==> config.mk <==
export PLATFORM = sky130hd
export DESIGN_NAME = bcam_lookup_arb
export DESIGN_NICKNAME = d
export VERILOG_FILES = /design/src/rtl/bcam_pkg.sv /design/src/rtl/bcam_lookup_arb_rr_arbiter.sv /design/src/rtl/bcam_lookup_arb.sv
export SDC_FILE = /design/constraint.sdc
export NUM_CORES = 1
export LEC_CHECK = 0
export CAP_MARGIN = 20
export CORE_AREA = 4 4 141 75
export CTS_CLUSTER_SIZE = 12
export DETAILED_ROUTE_END_ITERATION = 16
export DIE_AREA = 0 0 145 79
export HOLD_SLACK_MARGIN = 0.05
export PLACE_DENSITY_LB_ADDON = 0.05
export SLEW_MARGIN = 20
export SYNTH_ARGS = -nofsm -noshare
export SYNTH_HDL_FRONTEND = slang
export SYNTH_SLANG_ARGS = --single-unit
==> constraint.sdc <==
create_clock -name clk -period 5.7 [get_ports clk]
set_input_delay 1.71 -clock clk [delete_from_list [all_inputs] [get_ports clk]]
set_output_delay 1.71 -clock clk [all_outputs]
set_load 0.03 [all_outputs]
==> src/rtl/bcam_pkg.sv <==
// Shared definitions for the bcam lookup path: default geometry, the
// lookup FSM state encoding and the lookup-result record.
package bcam_pkg;

    localparam int BCAM_MEMLEN   = 32;
    localparam int BCAM_MEMDBITS = 9;
    localparam int BCAM_MEMDEPTH = 1 << BCAM_MEMDBITS;

    typedef enum logic [1:0] {
        ST_IDLE  = 2'd0,
        ST_ISSUE = 2'd1,
        ST_WAIT  = 2'd2,
        ST_RESP  = 2'd3
    } lookup_state_t;

    typedef struct packed {
        logic                     hit;
        logic [BCAM_MEMDBITS-1:0] addr;
    } lookup_res_t;

endpackage

==> src/rtl/bcam_lookup_arb_rr_arbiter.sv <==
// Round-robin arbiter: one-hot grant plus encoded index for the first
// requester at or after the rotating pointer. The pointer moves past the
// granted requester only when the owner signals advance.
module rr_arbiter #(
    parameter int NUM_REQ = 4,
    parameter int ID_W    = 2
) (
    input  logic               clk,
    input  logic               resetn,
    input  logic [NUM_REQ-1:0] req,
    input  logic               advance,
    output logic [NUM_REQ-1:0] grant,
    output logic [ID_W-1:0]    grant_idx
);

    localparam int unsigned N = NUM_REQ;

    logic [ID_W-1:0] ptr_q;

    // Cyclic search starting at the pointer; first valid requester wins.
    always_comb begin
        int unsigned pos;
        logic        found;
        grant     = '0;
        grant_idx = '0;
        found     = 1'b0;
        pos       = 0;
        for (int unsigned i = 0; i < N; i++) begin
            pos = 32'(ptr_q) + i;
            if (pos >= N) begin
                pos = pos - N;
            end
            if (!found && req[ID_W'(pos)]) begin
                found                 = 1'b1;
                grant[ID_W'(pos)]     = 1'b1;
                grant_idx             = ID_W'(pos);
            end
        end
    end

    // Pointer advances to the requester after the granted one, wrapping at N-1.
    always_ff @(posedge clk or negedge resetn) begin
        if (!resetn) begin
            ptr_q <= '0;
        end else if (advance && |req) begin
            ptr_q <= (grant_idx == ID_W'(N - 1)) ? '0 : grant_idx + 1'b1;
        end
    end

endmodule

==> src/rtl/bcam_lookup_arb.sv <==
// Shares one bcam match port between NUM_REQ requesters. Lookups are
// serialised: accept, issue one match_en cycle, wait LOOKUP_LAT, then
// return hit/index on a shared response channel tagged with the id.
// Optional statistics counters: define BCAM_LOOKUP_STATS_EN.
module bcam_lookup_arb
    import bcam_pkg::*;
#(
    parameter int NUM_REQ    = 4,
    parameter int ID_W       = 2,
    parameter int MEMLEN     = BCAM_MEMLEN,
    parameter int MEMDBITS   = BCAM_MEMDBITS,
    parameter int LOOKUP_LAT = 1
) (
    input  logic                      clk,
    input  logic                      resetn,
    input  logic [NUM_REQ-1:0]        req_valid,
    input  logic [NUM_REQ*MEMLEN-1:0] req_key,
    output logic [NUM_REQ-1:0]        req_ready,
    output logic                      rsp_valid,
    input  logic                      rsp_ready,
    output logic [ID_W-1:0]           rsp_id,
    output logic                      rsp_hit,
    output logic [MEMDBITS-1:0]       rsp_addr,
`ifdef BCAM_LOOKUP_STATS_EN
    input  logic                      stats_clr,
    output logic [31:0]               stat_lookups,
    output logic [31:0]               stat_hits,
`endif
    output logic                      cam_match_en,
    output logic [MEMLEN-1:0]         cam_data_in,
    input  logic                      cam_match,
    input  logic [MEMDBITS-1:0]       cam_match_addr
);

    localparam int CNT_W = (LOOKUP_LAT > 1) ? $clog2(LOOKUP_LAT + 1) : 1;

    lookup_state_t       state_q, state_nxt;
    logic [NUM_REQ-1:0]  grant;
    logic [ID_W-1:0]     grant_idx;
    logic                advance;
    logic [MEMLEN-1:0]   sel_key;
    logic [MEMLEN-1:0]   key_q;
    logic [ID_W-1:0]     id_q;
    logic                hit_q;
    logic [MEMDBITS-1:0] addr_q;
    logic [CNT_W-1:0]    cnt_q;
    logic                rsp_fire;

    rr_arbiter #(
        .NUM_REQ (NUM_REQ),
        .ID_W    (ID_W)
    ) u_arb (
        .clk       (clk),
        .resetn    (resetn),
        .req       (req_valid),
        .advance   (advance),
        .grant     (grant),
        .grant_idx (grant_idx)
    );

    // Select the granted requester's key from the packed bus.
    always_comb begin
        sel_key = '0;
        for (int unsigned i = 0; i < NUM_REQ; i++) begin
            if (grant[i]) begin
                sel_key = req_key[i*MEMLEN +: MEMLEN];
            end
        end
    end

    // FSM state register.
    always_ff @(posedge clk or negedge resetn) begin
        if (!resetn) begin
            state_q <= ST_IDLE;
        end else begin
            state_q <= state_nxt;
        end
    end

    // Next-state and handshake outputs; req_ready is also held low while
    // resetn is asserted so every output reads 0 during reset.
    always_comb begin
        state_nxt    = state_q;
        req_ready    = '0;
        advance      = 1'b0;
        cam_match_en = 1'b0;
        rsp_valid    = 1'b0;
        case (state_q)
            ST_IDLE: begin
                if (resetn && |req_valid) begin
                    req_ready = grant;
                    advance   = 1'b1;
                    state_nxt = ST_ISSUE;
                end
            end
            ST_ISSUE: begin
                cam_match_en = 1'b1;
                state_nxt    = ST_WAIT;
            end
            ST_WAIT: begin
                if (cnt_q == CNT_W'(1)) begin
                    state_nxt = ST_RESP;
                end
            end
            ST_RESP: begin
                rsp_valid = 1'b1;
                if (rsp_ready) begin
                    state_nxt = ST_IDLE;
                end
            end
            default: state_nxt = ST_IDLE;
        endcase
    end

    assign rsp_fire = rsp_valid && rsp_ready;

    // Lookup datapath: capture key/id at accept, time the bcam latency,
    // capture the result with the 1-based match address made 0-based.
    always_ff @(posedge clk or negedge resetn) begin
        if (!resetn) begin
            key_q  <= '0;
            id_q   <= '0;
            hit_q  <= 1'b0;
            addr_q <= '0;
            cnt_q  <= '0;
        end else begin
            if (advance) begin
                key_q <= sel_key;
                id_q  <= grant_idx;
            end
            if (state_q == ST_ISSUE) begin
                cnt_q <= CNT_W'(LOOKUP_LAT);
            end else if (state_q == ST_WAIT) begin
                if (cnt_q == CNT_W'(1)) begin
                    hit_q  <= cam_match;
                    addr_q <= cam_match ? cam_match_addr - MEMDBITS'(1) : '0;
                end else begin
                    cnt_q <= cnt_q - 1'b1;
                end
            end
        end
    end

    assign cam_data_in = key_q;
    assign rsp_id      = id_q;
    assign rsp_hit     = hit_q;
    assign rsp_addr    = addr_q;

`ifdef BCAM_LOOKUP_STATS_EN
    // Saturating lookup/hit counters; a clear beats a same-cycle increment.
    always_ff @(posedge clk or negedge resetn) begin
        if (!resetn) begin
            stat_lookups <= '0;
            stat_hits    <= '0;
        end else if (stats_clr) begin
            stat_lookups <= '0;
            stat_hits    <= '0;
        end else if (rsp_fire) begin
            if (stat_lookups != '1) begin
                stat_lookups <= stat_lookups + 1'b1;
            end
            if (hit_q && (stat_hits != '1)) begin
                stat_hits <= stat_hits + 1'b1;
            end
        end
    end
`endif

endmodule

==> reports/qor.csv <==
stage,metric,value,unit
synthesis,yosys.cell_count.top_type,nand2_1,
place,gp_congestion,0.903,
die,core,9290,um2
setup_path,cp-start-kind,input port,
run_status,outcome,"complete, no violations",
sta,period_share,97.4,%
power_and_ir_drop,irDropWorstVdd,0.848,mV
die,placementRows,25,
synthesis,ys_top_cells_by_area,"dfrtp_1 32%, a2bb2oi_1 7.4%, a311oi_1 6.7%",
power_and_ir_drop,power_density,550,nW/um2
place,port_buffers,194,
clock_tree,path_clk_slew,70,ps
place,post-dp-hpwl,9850,um
final_layout,fillers,812,
die,dieArea,11500,um2
die,dieWidth,145,um
sta,clock_skew,9.06,ps
global_route,grt_use_total,23.6,%
sta,setup_viol,0,
clock_tree,post_cts_buffers,0,
clock_tree,cts_resized,0,
sta,drv_slew,0,
final_layout,nets,756,
power_and_ir_drop,leakage,0.00231,uW
die,fp.dieH,79,um
worst_hold_path,hold_class,reg2reg,
synthesis,synth_edf_count,0,
setup_path,worstPathMaxFanout,10,
synthesis,synthDistinctLibCells,54,
sta,rsz0062_at_grt,false,
global_route,grt_pass1_wl,21900,um
setup_path,cp.required,3990,ps
setup_path,path_cells,clkdlybuf4s50_1 > mux4_2 > nor4b_2 > a211oi_4 > and2_1 > nor2_1 > buf_4,
synthesis,synth-seq-area-share,32.4,%
power_and_ir_drop,swShare,49.9,%
setup_path,crit_type,in2out,
final_layout,diodes,0,
synthesis,synth_top_area_share,32.4,%
routing,avgViaCountPerCell,5.58,
routing,routed_wl,13700,um
synthesis,synth_async_sr_flop_share,100,%
synthesis,synth_nets,580,
power_and_ir_drop,power_frac_comb,72.6,%
setup_path,crit_buf_inv,2,
synthesis,yosysWarnings,0,
final_layout,drive_gt1_share,8.33,%
setup_path,cp.arrival,3840,ps
global_route,overflow,0,
clock_tree,h-tree-depth,2,
synthesis,ys.flop_type,dfrtp_1,
clock_tree,clkSinkCount,49,
setup_path,cpMaxStageDelayCell,mux4_2,
power_and_ir_drop,cellInternalPower,1640,uW
setup_path,cp_top_family,buffers and inverters,
sta,slew_headroom,51.3,%
die,io_pins,195,
synthesis,ys_ff_latch,49,
routing,first_pass_iters,4,
clock_tree,cts-root-buf,clkbuf_16,
run,cap_violations,0,
clock_tree,hold_buffers,0,
power_and_ir_drop,netSwitchingPower,1630,uW
final_layout,regArea,1230,um2
sta,min_period,5550,ps
clock_tree,clock_latency,290,ps
sta,hold_viol,0,
global_route,grt_max_degree,50,
clock_tree,clock_path_buffers,2,
synthesis,syn_area,3780,um2
setup_path,slowest_delay,630,ps
routing,vias,4025,
global_route,antenna_found_initial,0,
sta,fmax,180,MHz
global_route,grt_pass1_vias,4117,
setup_path,end_kind,output port,
final_layout,stdcell_count,721,
power_and_ir_drop,clock_power_share,9.3,%
place,dp_cells,713,
power_and_ir_drop,seq_power_share,18.2,%
clock_tree,cts_tree,yes,
sta,setup_tns,0,ps
clock_tree,cts_buffers,5,
routing,drcViolationCount,0,
synthesis,post-synth-top-area-cell,dfrtp_1,
routing,drtAntennaViolNets,0,
die,start_util,40.7,%
synthesis,synth_area_per_cell,8.94,um2
sta,tightest_slew,730,ps
synthesis,synth_commonest_cells,"59 x nand2_1, 49 x dfrtp_1, 37 x nor2_1",
synthesis,syn_inst,423,
routing,wl_per_cell,19.0,um
routing,drtIter0Drc,245,
final_layout,area_growth,57.1,%
final_layout,multi_input_area,2320,um2
-- worst paths after layout --
check | from | to | slack (ps) | cells after the start
max | req_valid[0] | req_ready[1] | 150 | 7
min | rsp_addr[4] | rsp_addr[4] | 480 | 2
max reg2reg | u_arb.ptr_q[1] | cam_data_in[5] | 1860 | 10
min reg2reg | rsp_addr[4] | rsp_addr[4] | 480 | 2
max in group asynchronous | resetn | rsp_id[0] | 3630 | 2
min in group asynchronous | resetn | rsp_addr[3] | 1610 | 2
-- power by group through the flow --
stage / Sequential [uW] / Combinational (uW) / Clock [uW]
after floorplan: 866 / 1370 / 0
after global placement: 596 / 2360 / 0
after detailed placement: 599 / 2370 / 0
after CTS: 595 / 2380 / 310
after global routing: 615 / 2570 / 325
final: 593 / 2370 / 303
-- tightest hold or removal path: stages (launching register included) --
cell and delay [ps]:
dfrtp_1 340, nand2_1 40, o21ai_0 60
-- metrics by stage --
stage               utilization (%)  hold slack (ps)  setup slack [ps]  total power (uW)  instance area [um2]
floorplan                         -              463               361              2230                 3780
CTS                            63.9              486               164              3290                 5940
finish                         63.9              478               148              3270                 5940
global placement               62.4              461               253              2960                 5790
detailed placement             62.4              470               173              2970                 5790
global route                   63.9              503              61.8              3510                 5940
-- placed cells by master, fill, tap and decap left out, types with 12 or more instances in the layout --
cell type        instances
clkdlybuf4s50_1        189
nand2_1                 59
dfrtp_1                 49
nor2_1                  37
a2bb2oi_1               32
a311oi_1                29
o31ai_1                 29
a21boi_0                28
buf_4                   18
o21ai_0                 15
inv_1                   12
ha_1                    12
-- kinds of logic (layout without fill, tap and decap cells) --
logic type	Yosys count	after routing	share of synthesized area [%]
AOI/OAI and AO/OA	168	168	36.8
and+or+nand+nor	126	126	15.2
buffers and inverters	52	229	6.59
DFF	49	49	32.4
adders and majority gates	12	12	3.97
xor gates and xnor gates	8	8	1.85
muxes	8	8	3.11
-- area by class of cell --
class                   count  area share, %
clock buffers               6           2.17
clock inverters             2          0.232
inverters                  12          0.759
multi-input cells         322           39.1
flip-flops and latches     49           20.7
well taps                 121           2.55
repair buffers            209           34.6
-- routing by layer --
metal	vias to the layer above	GRT usage, %	share of wire [%]
met5	-	0	0
met4	0	2.09	0.46
li1	1939	-	-
met3	6	5.82	5.9
met2	131	40.2	48
met1	1949	31.9	45
-- sequential cells by signal, indices dropped and copies added (netlist names), named ones only --
register and cells:
rsp_hit 1, cam_data_in 32, cnt_q 1, state_q 2, u_arb.ptr_q 1, rsp_addr 9
rsp_id 2
Note: power is estimated with default switching activity, not from simulation.
